File: config.mk
export PLATFORM = sky130hd
export DESIGN_NAME = key_debounce
export DESIGN_NICKNAME = d
export VERILOG_FILES = /design/src/rtl/key_debounce_pkg.sv /design/src/rtl/key_debounce_sync_chain.sv /design/src/rtl/key_debounce.sv
export SDC_FILE = /design/constraint.sdc
export NUM_CORES = 1
export LEC_CHECK = 0
export ABC_CLOCK_PERIOD_IN_PS = 2200
export CORE_AREA = 2 2 39 41
export CTS_CLUSTER_SIZE = 16
export DETAILED_ROUTE_END_ITERATION = 12
export DIE_AREA = 0 0 41 43
export GPL_ROUTABILITY_DRIVEN = 0
export PLACE_DENSITY_LB_ADDON = 0.05
export SYNTH_ARGS = -nofsm -noshare
export SYNTH_HDL_FRONTEND = slang
export SYNTH_SLANG_ARGS = --single-unit
File: constraint.sdc
create_clock -name clk -period 2.2 [get_ports clk]
set_input_delay 0.44 -clock clk [delete_from_list [all_inputs] [get_ports clk]]
set_output_delay 0.44 -clock clk [all_outputs]
set_load 0.1 [all_outputs]
File: src/rtl/key_debounce_pkg.sv
// key_debounce_pkg: shared state encoding and parameter limits for the key debouncer
package key_debounce_pkg;

    typedef enum logic [1:0] {LO, WAIT_HI, HI, WAIT_LO} db_state_t;

    localparam int SYNC_STG_MAX = 4;
    localparam int CNT_MAX      = 65535;

endpackage

File: src/rtl/key_debounce_sync_chain.sv
// sync_chain: generic multi-flop synchronizer with asynchronous active-high reset
module sync_chain #(
    parameter int STAGES = 2
) (
    input  logic clk,
    input  logic rst,
    input  logic d,
    output logic q
);

    logic [STAGES-1:0] sync_q;
    logic [STAGES-1:0] sync_d;

    // shift the raw input one stage toward the output every clock
    always_comb begin
        sync_d    = sync_q << 1;
        sync_d[0] = d;
    end

    // synchronizer stages
    always_ff @(posedge clk or posedge rst) begin
        if (rst) sync_q <= '0;
        else     sync_q <= sync_d;
    end

    assign q = sync_q[STAGES-1];

endmodule

File: src/rtl/key_debounce.sv
// key_debounce: tick-paced key debouncer with level, rising/falling pulses; KEY_DEBOUNCE_LONG_PRESS_EN adds long_press
module key_debounce
    import key_debounce_pkg::*;
#(
    parameter int SYNC_STG   = 2,
    parameter int STABLE_CNT = 20,
    parameter int LONG_CNT   = 1000
) (
    input  logic clk,
    input  logic rst,
    input  logic tick,
    input  logic in,
    output logic out,
    output logic rising,
    output logic falling,
    output logic long_press
);

    // out-of-range parameters are clamped into the legal range
    localparam int SYNC_N   = SYNC_STG < 1 ? 1 : (SYNC_STG > SYNC_STG_MAX ? SYNC_STG_MAX : SYNC_STG);
    localparam int STABLE_N = STABLE_CNT < 1 ? 1 : (STABLE_CNT > CNT_MAX ? CNT_MAX : STABLE_CNT);
    localparam int CW       = $clog2(STABLE_N + 1);
    localparam logic [CW-1:0] CNT_LAST = CW'(STABLE_N - 1);

    logic          s;
    db_state_t     state_q, state_d;
    logic [CW-1:0] cnt_q, cnt_d, cnt_inc;
    logic          out_q, out_d;
    logic          rising_q, rising_d;
    logic          falling_q, falling_d;

    sync_chain #(.STAGES(SYNC_N)) u_sync (
        .clk (clk),
        .rst (rst),
        .d   (in),
        .q   (s)
    );

    assign cnt_inc = &cnt_q ? cnt_q : cnt_q + 1'b1;

    // debounce FSM: a bounce always beats a coincident tick; out and pulses follow the next state
    always_comb begin
        state_d = state_q;
        cnt_d   = cnt_q;
        case (state_q)
            LO: begin
                if (s) begin
                    state_d = WAIT_HI;
                    cnt_d   = '0;
                end
            end
            WAIT_HI: begin
                if (!s) begin
                    state_d = LO;
                    cnt_d   = '0;
                end else if (tick) begin
                    if (cnt_q == CNT_LAST) begin
                        state_d = HI;
                        cnt_d   = '0;
                    end else begin
                        cnt_d = cnt_inc;
                    end
                end
            end
            HI: begin
                if (!s) begin
                    state_d = WAIT_LO;
                    cnt_d   = '0;
                end
            end
            WAIT_LO: begin
                if (s) begin
                    state_d = HI;
                    cnt_d   = '0;
                end else if (tick) begin
                    if (cnt_q == CNT_LAST) begin
                        state_d = LO;
                        cnt_d   = '0;
                    end else begin
                        cnt_d = cnt_inc;
                    end
                end
            end
            default: begin
                state_d = LO;
                cnt_d   = '0;
            end
        endcase
        out_d     = state_d == HI || state_d == WAIT_LO;
        rising_d  = out_d && !out_q;
        falling_d = !out_d && out_q;
    end

    // FSM, counter and registered outputs
    always_ff @(posedge clk or posedge rst) begin
        if (rst) begin
            state_q   <= LO;
            cnt_q     <= '0;
            out_q     <= 1'b0;
            rising_q  <= 1'b0;
            falling_q <= 1'b0;
        end else begin
            state_q   <= state_d;
            cnt_q     <= cnt_d;
            out_q     <= out_d;
            rising_q  <= rising_d;
            falling_q <= falling_d;
        end
    end

    assign out     = out_q;
    assign rising  = rising_q;
    assign falling = falling_q;

`ifdef KEY_DEBOUNCE_LONG_PRESS_EN
    localparam int LONG_N = LONG_CNT < 1 ? 1 : (LONG_CNT > CNT_MAX ? CNT_MAX : LONG_CNT);
    localparam int LW     = $clog2(LONG_N + 1);
    localparam logic [LW-1:0] LONG_TOP  = LW'(LONG_N);
    localparam logic [LW-1:0] LONG_LAST = LW'(LONG_N - 1);

    logic [LW-1:0] long_cnt_q, long_cnt_d;
    logic          long_press_q, long_press_d;

    // hold-time counter parks at LONG_N so the pulse fires once per press
    always_comb begin
        long_cnt_d   = !out_q ? '0 : (tick && long_cnt_q != LONG_TOP) ? long_cnt_q + 1'b1 : long_cnt_q;
        long_press_d = out_q && tick && long_cnt_q == LONG_LAST;
    end

    // long-press counter and pulse register
    always_ff @(posedge clk or posedge rst) begin
        if (rst) begin
            long_cnt_q   <= '0;
            long_press_q <= 1'b0;
        end else begin
            long_cnt_q   <= long_cnt_d;
            long_press_q <= long_press_d;
        end
    end

    assign long_press = long_press_q;
`else
    assign long_press = 1'b0;
`endif

endmodule

==> flow_summary.html, run 1 <==
<table>
<tr><th>Metric</th><th>Value</th></tr>
<tr><th colspan="2">Floorplan</th></tr>
<tr><td>Total I/O pin count</td><td>8</td></tr>
<tr><td>Chip Height</td><td>43 um</td></tr>
<tr><td>Die boundary width</td><td>41 um</td></tr>
<tr><td>Count of standard-cell rows</td><td>14</td></tr>
<tr><td>Area of the die</td><td>1763 um2</td></tr>
<tr><td>Core box area</td><td>1384 um2</td></tr>
<tr><td>Starting density of the core</td><td>41.41%</td></tr>
<tr><th colspan="2">Power and ir drop</th></tr>
<tr><td>Peak supply drop</td><td>0.4124 mV</td></tr>
<tr><td>Final Total Pwr</td><td>0.4359 mW</td></tr>
<tr><td>Areal power density over the cells</td><td>646.3 nW/um2</td></tr>
<tr><td>Clock network fraction of design power</td><td>39.4%</td></tr>
<tr><td>Leak Pwr</td><td>0.3411 nW</td></tr>
<tr><td>Net Sw Frac</td><td>22.35%</td></tr>
<tr><td>Sequential cell fraction of total power</td><td>52.7%</td></tr>
<tr><td>Net Switching</td><td>0.09742 mW</td></tr>
<tr><td>Design internal power</td><td>0.3385 mW</td></tr>
<tr><td>Comb pwr share</td><td>7.9%</td></tr>
<tr><th colspan="2">Worst setup path</th></tr>
<tr><td>Required arrival time at the worst endpoint</td><td>2.36 ns</td></tr>
<tr><td>Worst setup SP type</td><td>primary input</td></tr>
<tr><td>Worst path arrival time</td><td>1.92 ns</td></tr>
<tr><td>Critical path peak fanout</td><td>6</td></tr>
<tr><td>Category of the most critical setup path</td><td>in -&gt; reg</td></tr>
<tr><td>Sort of element at the end of the critical path</td><td>flip-flop</td></tr>
<tr><th colspan="2">Placement</th></tr>
<tr><td>Hpwl dp</td><td>685.7 um</td></tr>
<tr><td>Placed Instances</td><td>75</td></tr>
<tr><td>Worst-case setup slack after placement</td><td>0.1660 ns</td></tr>
<tr><td>IO buf count</td><td>6</td></tr>
<tr><th colspan="2">Global routing</th></tr>
<tr><td>Via count of the first global-routing pass</td><td>357</td></tr>
<tr><td>First-pass GRT wire length</td><td>1593 um</td></tr>
<tr><td>Fraction of met1 tracks used by global routing</td><td>20.14%</td></tr>
<tr><td>Remaining global-route overflow</td><td>0</td></tr>
<tr><td>Antenna violations before repair</td><td>0</td></tr>
<tr><td>Most Used Layer, Global Route</td><td>met1</td></tr>
<tr><td>Tot GR Track Use</td><td>14.01%</td></tr>
<tr><td>Pin count of the biggest net entering global routing</td><td>13</td></tr>
<tr><td>Met2 demand-to-capacity share in global routing</td><td>16.88%</td></tr>
<tr><td>Met3 track demand over resource</td><td>7.853%</td></tr>
<tr><th colspan="2">Detailed routing</th></tr>
<tr><td>Number of detailed-routing iterations run before antenna repair</td><td>2</td></tr>
<tr><td>Detailed router's first-iteration violation count</td><td>8</td></tr>
<tr><td>Remaining antenna violation count after routing</td><td>0</td></tr>
<tr><td>Via count</td><td>414</td></tr>
<tr><td>Final routed wire length divided by cell count</td><td>12.16 um</td></tr>
<tr><td>DRC</td><td>0</td></tr>
<tr><td>Wire length reported by the detailed router</td><td>961 um</td></tr>
<tr><td>Vias per std cell</td><td>5.241</td></tr>
<tr><th colspan="2">Clock network</th></tr>
<tr><td>Number of gates given a new drive strength after cts</td><td>0</td></tr>
<tr><td># H-tree levels</td><td>1</td></tr>
<tr><td>Clock insertion delay at the later pin of the skew report</td><td>0.27 ns</td></tr>
<tr><td>Hold buffer count at CTS</td><td>0</td></tr>
<tr><td>Num Clock Sinks</td><td>12</td></tr>
<tr><td>Post-CTS setup buffer count</td><td>0</td></tr>
<tr><td>Total clock buffers created by CTS</td><td>3</td></tr>
<tr><td>Clock transition at path regs</td><td>0.07 ns</td></tr>
<tr><td>Master cell of the clock root buffer</td><td>clkbuf_4</td></tr>
<tr><td>CTS tree</td><td>yes</td></tr>
<tr><td>Clock buffer depth</td><td>2</td></tr>
<tr><th colspan="2">Synth</th></tr>
<tr><td>Synth area leaders</td><td>dfrtp_1, nand2_1, nor2_1</td></tr>
<tr><td>Total number of yosys warnings</td><td>0</td></tr>
<tr><td>Cell with the most instances after synthesis</td><td>dfrtp_1</td></tr>
<tr><td>Dominant synthesized flop cell</td><td>dfrtp_1</td></tr>
<tr><td>Share of synthesized registers carrying an async set or reset</td><td>100.0%</td></tr>
<tr><td>Nets in the synthesized netlist</td><td>59</td></tr>
<tr><td>Number of enable-type register cells in the synthesized netlist</td><td>0</td></tr>
<tr><td>Commonest cells post-synth</td><td>dfrtp_1, nand2_1, nor2_1, inv_1</td></tr>
<tr><td>Number of register bits inferred by synthesis</td><td>12</td></tr>
<tr><td>Share of synthesized area occupied by flip-flops and latches</td><td>52.40%</td></tr>
<tr><td>Biggest area consumer among synthesized cells</td><td>dfrtp_1</td></tr>
<tr><td>Syn Inst Count</td><td>54</td></tr>
<tr><td>Synth top area share</td><td>52.40%</td></tr>
<tr><td>Post-Synthesis Cell Area</td><td>573.1 um2</td></tr>
<tr><td>Mapped Avg Cell Area</td><td>10.61 um2</td></tr>
<tr><td>Distinct cell type count after synthesis</td><td>29</td></tr>
<tr><th colspan="2">Cells and area</th></tr>
<tr><td>Final layout net count</td><td>69</td></tr>
<tr><td>Final cell count without fillers</td><td>79</td></tr>
<tr><td>Layout cell share with drive strength beyond 1</td><td>20.63%</td></tr>
<tr><td>Area Growth Syn to Fin</td><td>17.69%</td></tr>
<tr><td>Number of antenna cells inserted</td><td>0</td></tr>
<tr><td>FILL cells</td><td>134</td></tr>
<tr><th colspan="2">STA</th></tr>
<tr><td>Final WS setup</td><td>0.4334 ns</td></tr>
<tr><td>Post-route setup TNS</td><td>0 ns</td></tr>
<tr><td>Final Hold Vio Count</td><td>0</td></tr>
<tr><td>Count of final setup violators</td><td>0</td></tr>
<tr><td>Largest clock skew in the final design</td><td>0.004278 ns</td></tr>
<tr><td>Unrepaired setup endpoints after global routing</td><td>false</td></tr>
<tr><td>Final Slew Violations</td><td>0</td></tr>
<tr><td>Crit path time final</td><td>1.767 ns</td></tr>
<tr><td>Post-route fraction of the period consumed by the critical path</td><td>80.30%</td></tr>
<tr><td>Achievable Freq</td><td>566.1 MHz</td></tr>
<tr><th colspan="2">Job</th></tr>
<tr><td>Number of maximum-capacitance constraint violations</td><td>0</td></tr>
<tr><th colspan="2">Hold path</th></tr>
<tr><td>Kind of path behind the tightest hold check</td><td>reg -&gt; reg</td></tr>
<tr><th colspan="2">Outcome</th></tr>
<tr><td>Run status</td><td>finished, final reports clean</td></tr>
</table>
[critical path, stage by stage]
cell	delay (ns)
clkdlybuf4s50_1	0.57
nand2_2	0.11
o311a_4	0.39
a21o_1	0.18
a22o_1	0.23
[cell families (layout without fill, tap and decap cells)]
logic type / count (synthesis) / after routing / share of synthesized area, %
DFF: 12 / 12 / 52.40
and+or+nand+nor: 20 / 20 / 16.38
buffers and inverters: 4 / 13 / 3.275
xor gates and xnor gates: 2 / 2 / 3.057
AOI/OAI and AO/OA: 12 / 12 / 18.34
muxes: 2 / 2 / 3.712
other: 1 / 1 / 0.6544
adders and majority gates: 1 / 1 / 2.183
[metrics by stage]
step	hold slack, ns	util, %	cell area [um2]
after global routing	0.3564	48.73	674.4
after global placement	0.3325	46.11	638.1
after detailed placement	0.3373	46.11	638.1
after CTS	0.3548	48.73	674.4
final	0.3511	48.73	674.4
after floorplan	0.3047	-	573.1
[placed cells by master (no fill, tap or decap)]
| cell type | count |
|---|---|
| and3_2 | 1 |
| nor3_1 | 1 |
| o21a_1 | 1 |
| xnor2_1 | 1 |
| mux2i_1 | 1 |
| nand4_1 | 1 |
| xor2_1 | 1 |
| nor2_1 | 6 |
| clkbuf_8 | 1 |
| mux2_2 | 1 |
| and2_1 | 1 |
| clkdlybuf4s50_1 | 3 |
| a22oi_1 | 1 |
| nand2_1 | 6 |
| clkbuf_4 | 3 |
| a31o_2 | 1 |
| buf_4 | 3 |
| nand3_1 | 1 |
| a21oi_1 | 1 |
| a22o_2 | 1 |
| conb_1 | 1 |
| o211ai_1 | 1 |
| o311a_4 | 1 |
| ha_1 | 1 |
| inv_1 | 3 |
| dfrtp_1 | 12 |
| nand2b_1 | 2 |
| a21o_1 | 1 |
| a41oi_1 | 1 |
| nand2_2 | 1 |
| a22o_1 | 1 |
| o22ai_1 | 2 |
[power by group through the flow]
stage	registers, mW	clock network (mW)	logic [mW]
floorplan	0.233	0	0.0258
global placement	0.234	0	0.0344
detailed placement	0.234	0	0.0343
CTS	0.230	0.180	0.0349
global route	0.230	0.192	0.0382
finish	0.230	0.172	0.0344
[area by class of cell]
cell class / instances / area, um2 / share of cell area, %
Sequential cell: 12 / 300.3 / 44.53
Multi-Input combinational cell: 38 / 254.0 / 37.66
Clock buffer: 4 / 36.28 / 5.380
Inverter: 3 / 11.26 / 1.670
Tap cell: 16 / 20.02 / 2.968
Timing Repair Buffer: 6 / 52.55 / 7.792
[final timing paths]
check | startpoint | slack, ns | endpoint | depth (start not counted)
max | tick | 0.43 | cnt_q[0] | 5
min | u_sync.sync_q[0] | 0.35 | u_sync.sync_q[1] | 0
max reg2reg | cnt_q[0] | 0.51 | cnt_q[0] | 5
min reg2reg | u_sync.sync_q[0] | 0.35 | u_sync.sync_q[1] | 0
max in group asynchronous | rst | 1.43 | cnt_q[3] | 2
min in group asynchronous | rst | 0.47 | state_q[1] | 2
[flip-flops by register name, indices dropped and copies added, names as in the netlist]
| register | cells |
|---|---|
| u_sync.sync_q | 2 |
| state_q | 2 |
| rising | 1 |
| cnt_q | 5 |
| falling | 1 |
| out | 1 |
[layer usage]
metal | wire (um) | vias up | share of wire, %
met4 | 0 | 0 | 0
li1 | - | 209 | -
met2 | 437 | 7 | 45
met3 | 44 | 0 | 4.6
met5 | 0 | - | 0
met1 | 478 | 198 | 50
No activity file was read; power rests on OpenSTA's default activity.
==> run 2, diff against run 1 <==
Settings changed: ABC_CLOCK_PERIOD_IN_PS 2200 to 1800.
Clock period 2.2 ns to 1.8 ns, I/O delays scaled along.
==> flow_summary.html, run 2 (synthesis gave the netlist of run 1 again) <==
<table>
<tr><th>Metric</th><th>Value</th></tr>
<tr><th colspan="2">Outcome</th></tr>
<tr><td>Run status</td><td>finished, final reports clean</td></tr>
<tr><th colspan="2">Floorplan</th></tr>
<tr><td>Total I/O pin count</td><td>8 (unchanged)</td></tr>
<tr><td>Starting density of the core</td><td>41.41% (unchanged)</td></tr>
<tr><td>Chip Height</td><td>43 um (unchanged)</td></tr>
<tr><td>Core box area</td><td>1384 um2 (unchanged)</td></tr>
<tr><td>Count of standard-cell rows</td><td>14 (unchanged)</td></tr>
<tr><td>Die boundary width</td><td>41 um (unchanged)</td></tr>
<tr><td>Area of the die</td><td>1763 um2 (unchanged)</td></tr>
<tr><th colspan="2">Worst setup path</th></tr>
<tr><td>Worst path arrival time</td><td>1.76 ns (-0.16 ns)</td></tr>
<tr><td>Slack of the worst reg-to-reg path</td><td>0.19 ns (-0.32 ns)</td></tr>
<tr><td>Critical R2R Capture</td><td>cnt_q[0]</td></tr>
<tr><td>Critical R2R Launch</td><td>cnt_q[0]</td></tr>
<tr><td>Worst setup SP type</td><td>flip-flop</td></tr>
<tr><td>Sort of element at the end of the critical path</td><td>flip-flop</td></tr>
<tr><td>Worst Reg2Reg Path Length in Cells</td><td>5 (unchanged)</td></tr>
<tr><td>Critical path peak fanout</td><td>5 (-1)</td></tr>
<tr><td>Last element of the critical path</td><td>cnt_q[0]</td></tr>
<tr><td>Required arrival time at the worst endpoint</td><td>1.95 ns (-0.41 ns)</td></tr>
<tr><td>Category of the most critical setup path</td><td>reg -&gt; reg</td></tr>
<tr><td>Crit path launch</td><td>cnt_q[0]</td></tr>
<tr><th colspan="2">Global routing</th></tr>
<tr><td>Tot GR Track Use</td><td>14.64% (+0.63 points)</td></tr>
<tr><td>Via count of the first global-routing pass</td><td>426 (+19%)</td></tr>
<tr><td>Pin count of the biggest net entering global routing</td><td>13 (unchanged)</td></tr>
<tr><td>Antenna violations before repair</td><td>0 (unchanged)</td></tr>
<tr><td>First-pass GRT wire length</td><td>1690 um (+6.1%)</td></tr>
<tr><td>Remaining global-route overflow</td><td>0 (unchanged)</td></tr>
<tr><th colspan="2">Clock network</th></tr>
<tr><td>Hold buffer count at CTS</td><td>0 (unchanged)</td></tr>
<tr><td>Clock insertion delay at the later pin of the skew report</td><td>0.26 ns (about the same)</td></tr>
<tr><td>Clock buffer depth</td><td>2 (unchanged)</td></tr>
<tr><td>Num Clock Sinks</td><td>12 (unchanged)</td></tr>
<tr><td>Clock transition at path regs</td><td>0.06 ns (about the same)</td></tr>
<tr><td>Master cell of the clock root buffer</td><td>clkbuf_4</td></tr>
<tr><td>Total clock buffers created by CTS</td><td>3 (unchanged)</td></tr>
<tr><td>Post-CTS setup buffer count</td><td>0 (unchanged)</td></tr>
<tr><td># H-tree levels</td><td>1 (unchanged)</td></tr>
<tr><td>Number of gates given a new drive strength after cts</td><td>0 (unchanged)</td></tr>
<tr><td>CTS tree</td><td>yes</td></tr>
<tr><th colspan="2">Detailed routing</th></tr>
<tr><td>Detailed router's first-iteration violation count</td><td>8 (unchanged)</td></tr>
<tr><td>Remaining antenna violation count after routing</td><td>0 (unchanged)</td></tr>
<tr><td>Final routed wire length divided by cell count</td><td>11.49 um (-5.6%)</td></tr>
<tr><td>DRC</td><td>0 (unchanged)</td></tr>
<tr><td>Vias per std cell</td><td>5.047 (-3.7%)</td></tr>
<tr><td>Number of detailed-routing iterations run before antenna repair</td><td>3 (+1)</td></tr>
<tr><td>Wire length reported by the detailed router</td><td>988 um (+2.8%)</td></tr>
<tr><td>Via count</td><td>434 (+4.8%)</td></tr>
<tr><th colspan="2">Cells and area</th></tr>
<tr><td>Area Growth Syn to Fin</td><td>32.31%</td></tr>
<tr><td>Top register by number of flip-flops</td><td>cnt_q</td></tr>
<tr><td>Final layout net count</td><td>77 (+12%)</td></tr>
<tr><td>Leading cell types in the layout, fill and taps excluded</td><td>dfrtp_1, buf_4, nand2_1, nor2_1</td></tr>
<tr><td>Number of antenna cells inserted</td><td>0 (unchanged)</td></tr>
<tr><td>Post-route cell area</td><td>758.2 um2 (+12%)</td></tr>
<tr><td>Flip-flop count of the largest register, all copies and words added</td><td>5 (unchanged)</td></tr>
<tr><td>Most common cell after layout, fill and taps aside</td><td>dfrtp_1</td></tr>
<tr><td>Top flop regs</td><td>cnt_q x5, state_q x2, u_sync.sync_q x2</td></tr>
<tr><td>Layout cell share with drive strength beyond 1</td><td>28.57% (+7.9 points)</td></tr>
<tr><th colspan="2">Hold path</th></tr>
<tr><td>Kind of path behind the tightest hold check</td><td>reg -&gt; reg</td></tr>
<tr><th colspan="2">STA</th></tr>
<tr><td>Post-route fraction of the period consumed by the critical path</td><td>89.44%</td></tr>
<tr><td>Count of final setup violators</td><td>0 (unchanged)</td></tr>
<tr><td>Final Hold Vio Count</td><td>0 (unchanged)</td></tr>
<tr><td>Achievable Freq</td><td>621.1 MHz</td></tr>
<tr><td>Unrepaired setup endpoints after global routing</td><td>false</td></tr>
<tr><td>Crit path time final</td><td>1.610 ns</td></tr>
<tr><td>Worst hold margin</td><td>0.3464 ns (-0.004703 ns)</td></tr>
<tr><td>Final Slew Violations</td><td>0 (unchanged)</td></tr>
<tr><td>Largest clock skew in the final design</td><td>0.004146 ns (-0.0001316 ns)</td></tr>
<tr><th colspan="2">Power and ir drop</th></tr>
<tr><td>Final Total Pwr</td><td>0.4810 mW (+10%)</td></tr>
<tr><td>Peak supply drop</td><td>0.3438 mV (-17%)</td></tr>
<tr><td>Leak Pwr</td><td>0.3810 nW (+12%)</td></tr>
<tr><td>Areal power density over the cells</td><td>634.4 nW/um2 (-1.9%)</td></tr>
<tr><th colspan="2">Placement</th></tr>
<tr><td>IO buf count</td><td>6 (unchanged)</td></tr>
<tr><td>Dpl cell area</td><td>735.7 um2 (+15%)</td></tr>
<tr><td>Hpwl dp</td><td>771.1 um (+12%)</td></tr>
<tr><th colspan="2">Job</th></tr>
<tr><td>Number of maximum-capacitance constraint violations</td><td>0 (unchanged)</td></tr>
</table>
-- run 2: worst min-delay path by stage --
stage                                start          endpoint  slack, ns  depth (start not counted)
after floorplan                        rst          cnt_q[0]       0.22                          1
after global placement    u_sync.sync_q[0]  u_sync.sync_q[1]       0.33                          0
after detailed placement  u_sync.sync_q[0]  u_sync.sync_q[1]       0.34                          0
after CTS                 u_sync.sync_q[0]  u_sync.sync_q[1]       0.35                          0
after global routing      u_sync.sync_q[0]  u_sync.sync_q[1]       0.36                          0
final                     u_sync.sync_q[0]  u_sync.sync_q[1]       0.35                          0
-- run 2: worst max-delay path, cell delays in order, from the launching register on --
cell and delay, ns:
dfrtp_1 0.39, ha_1 0.27, nand2_2 0.08, o311a_4 0.37, a21o_1 0.17, a22o_1 0.22
-- run 2: cell type report --
type | instances | area (um2)
Fill cell | 123 | 625.6
Clock buffer | 3 | 22.52
Sequential cell | 12 | 300.3
Inverter | 3 | 11.26
Timing Repair Buffer | 14 | 150.1
Tap cell | 16 | 20.02
Multi-Input combinational cell | 38 | 254.0
-- run 2: metal layers --
| layer | vias to the layer above | GRT usage, % | routed length [um] |
|---|---|---|---|
| li1 | 224 | - | - |
| met1 | 203 | 21.23 | 498 |
| met2 | 7 | 18.75 | 450 |
| met3 | 0 | 6.283 | 39 |
| met4 | 0 | 6.000 | 0 |
| met5 | - | 0 | 0 |
-- run 2: through the flow --
step | setup WS [ns] | std cells | TNS, ns | utilization [%]
2_1_floorplan | 0.2628 | 54 | 0 | -
3_3_place_gp | -0.002334 | 83 | -0.002334 | 53.16
3_5_place_dp | -0.03908 | 83 | -0.05790 | 53.16
4_1_cts | 0.1879 | 86 | 0 | 54.79
5_1_grt | 0.1295 | 86 | 0 | 54.79
6_report | 0.1900 | 86 | 0 | 54.79
-- run 2: power breakdown --
part,internal [mW],total [mW],switching (mW)
combinational,0.0211,0.0488,0.0277
clock,0.0771,0.151,0.0741
sequential,0.275,0.281,0.00569
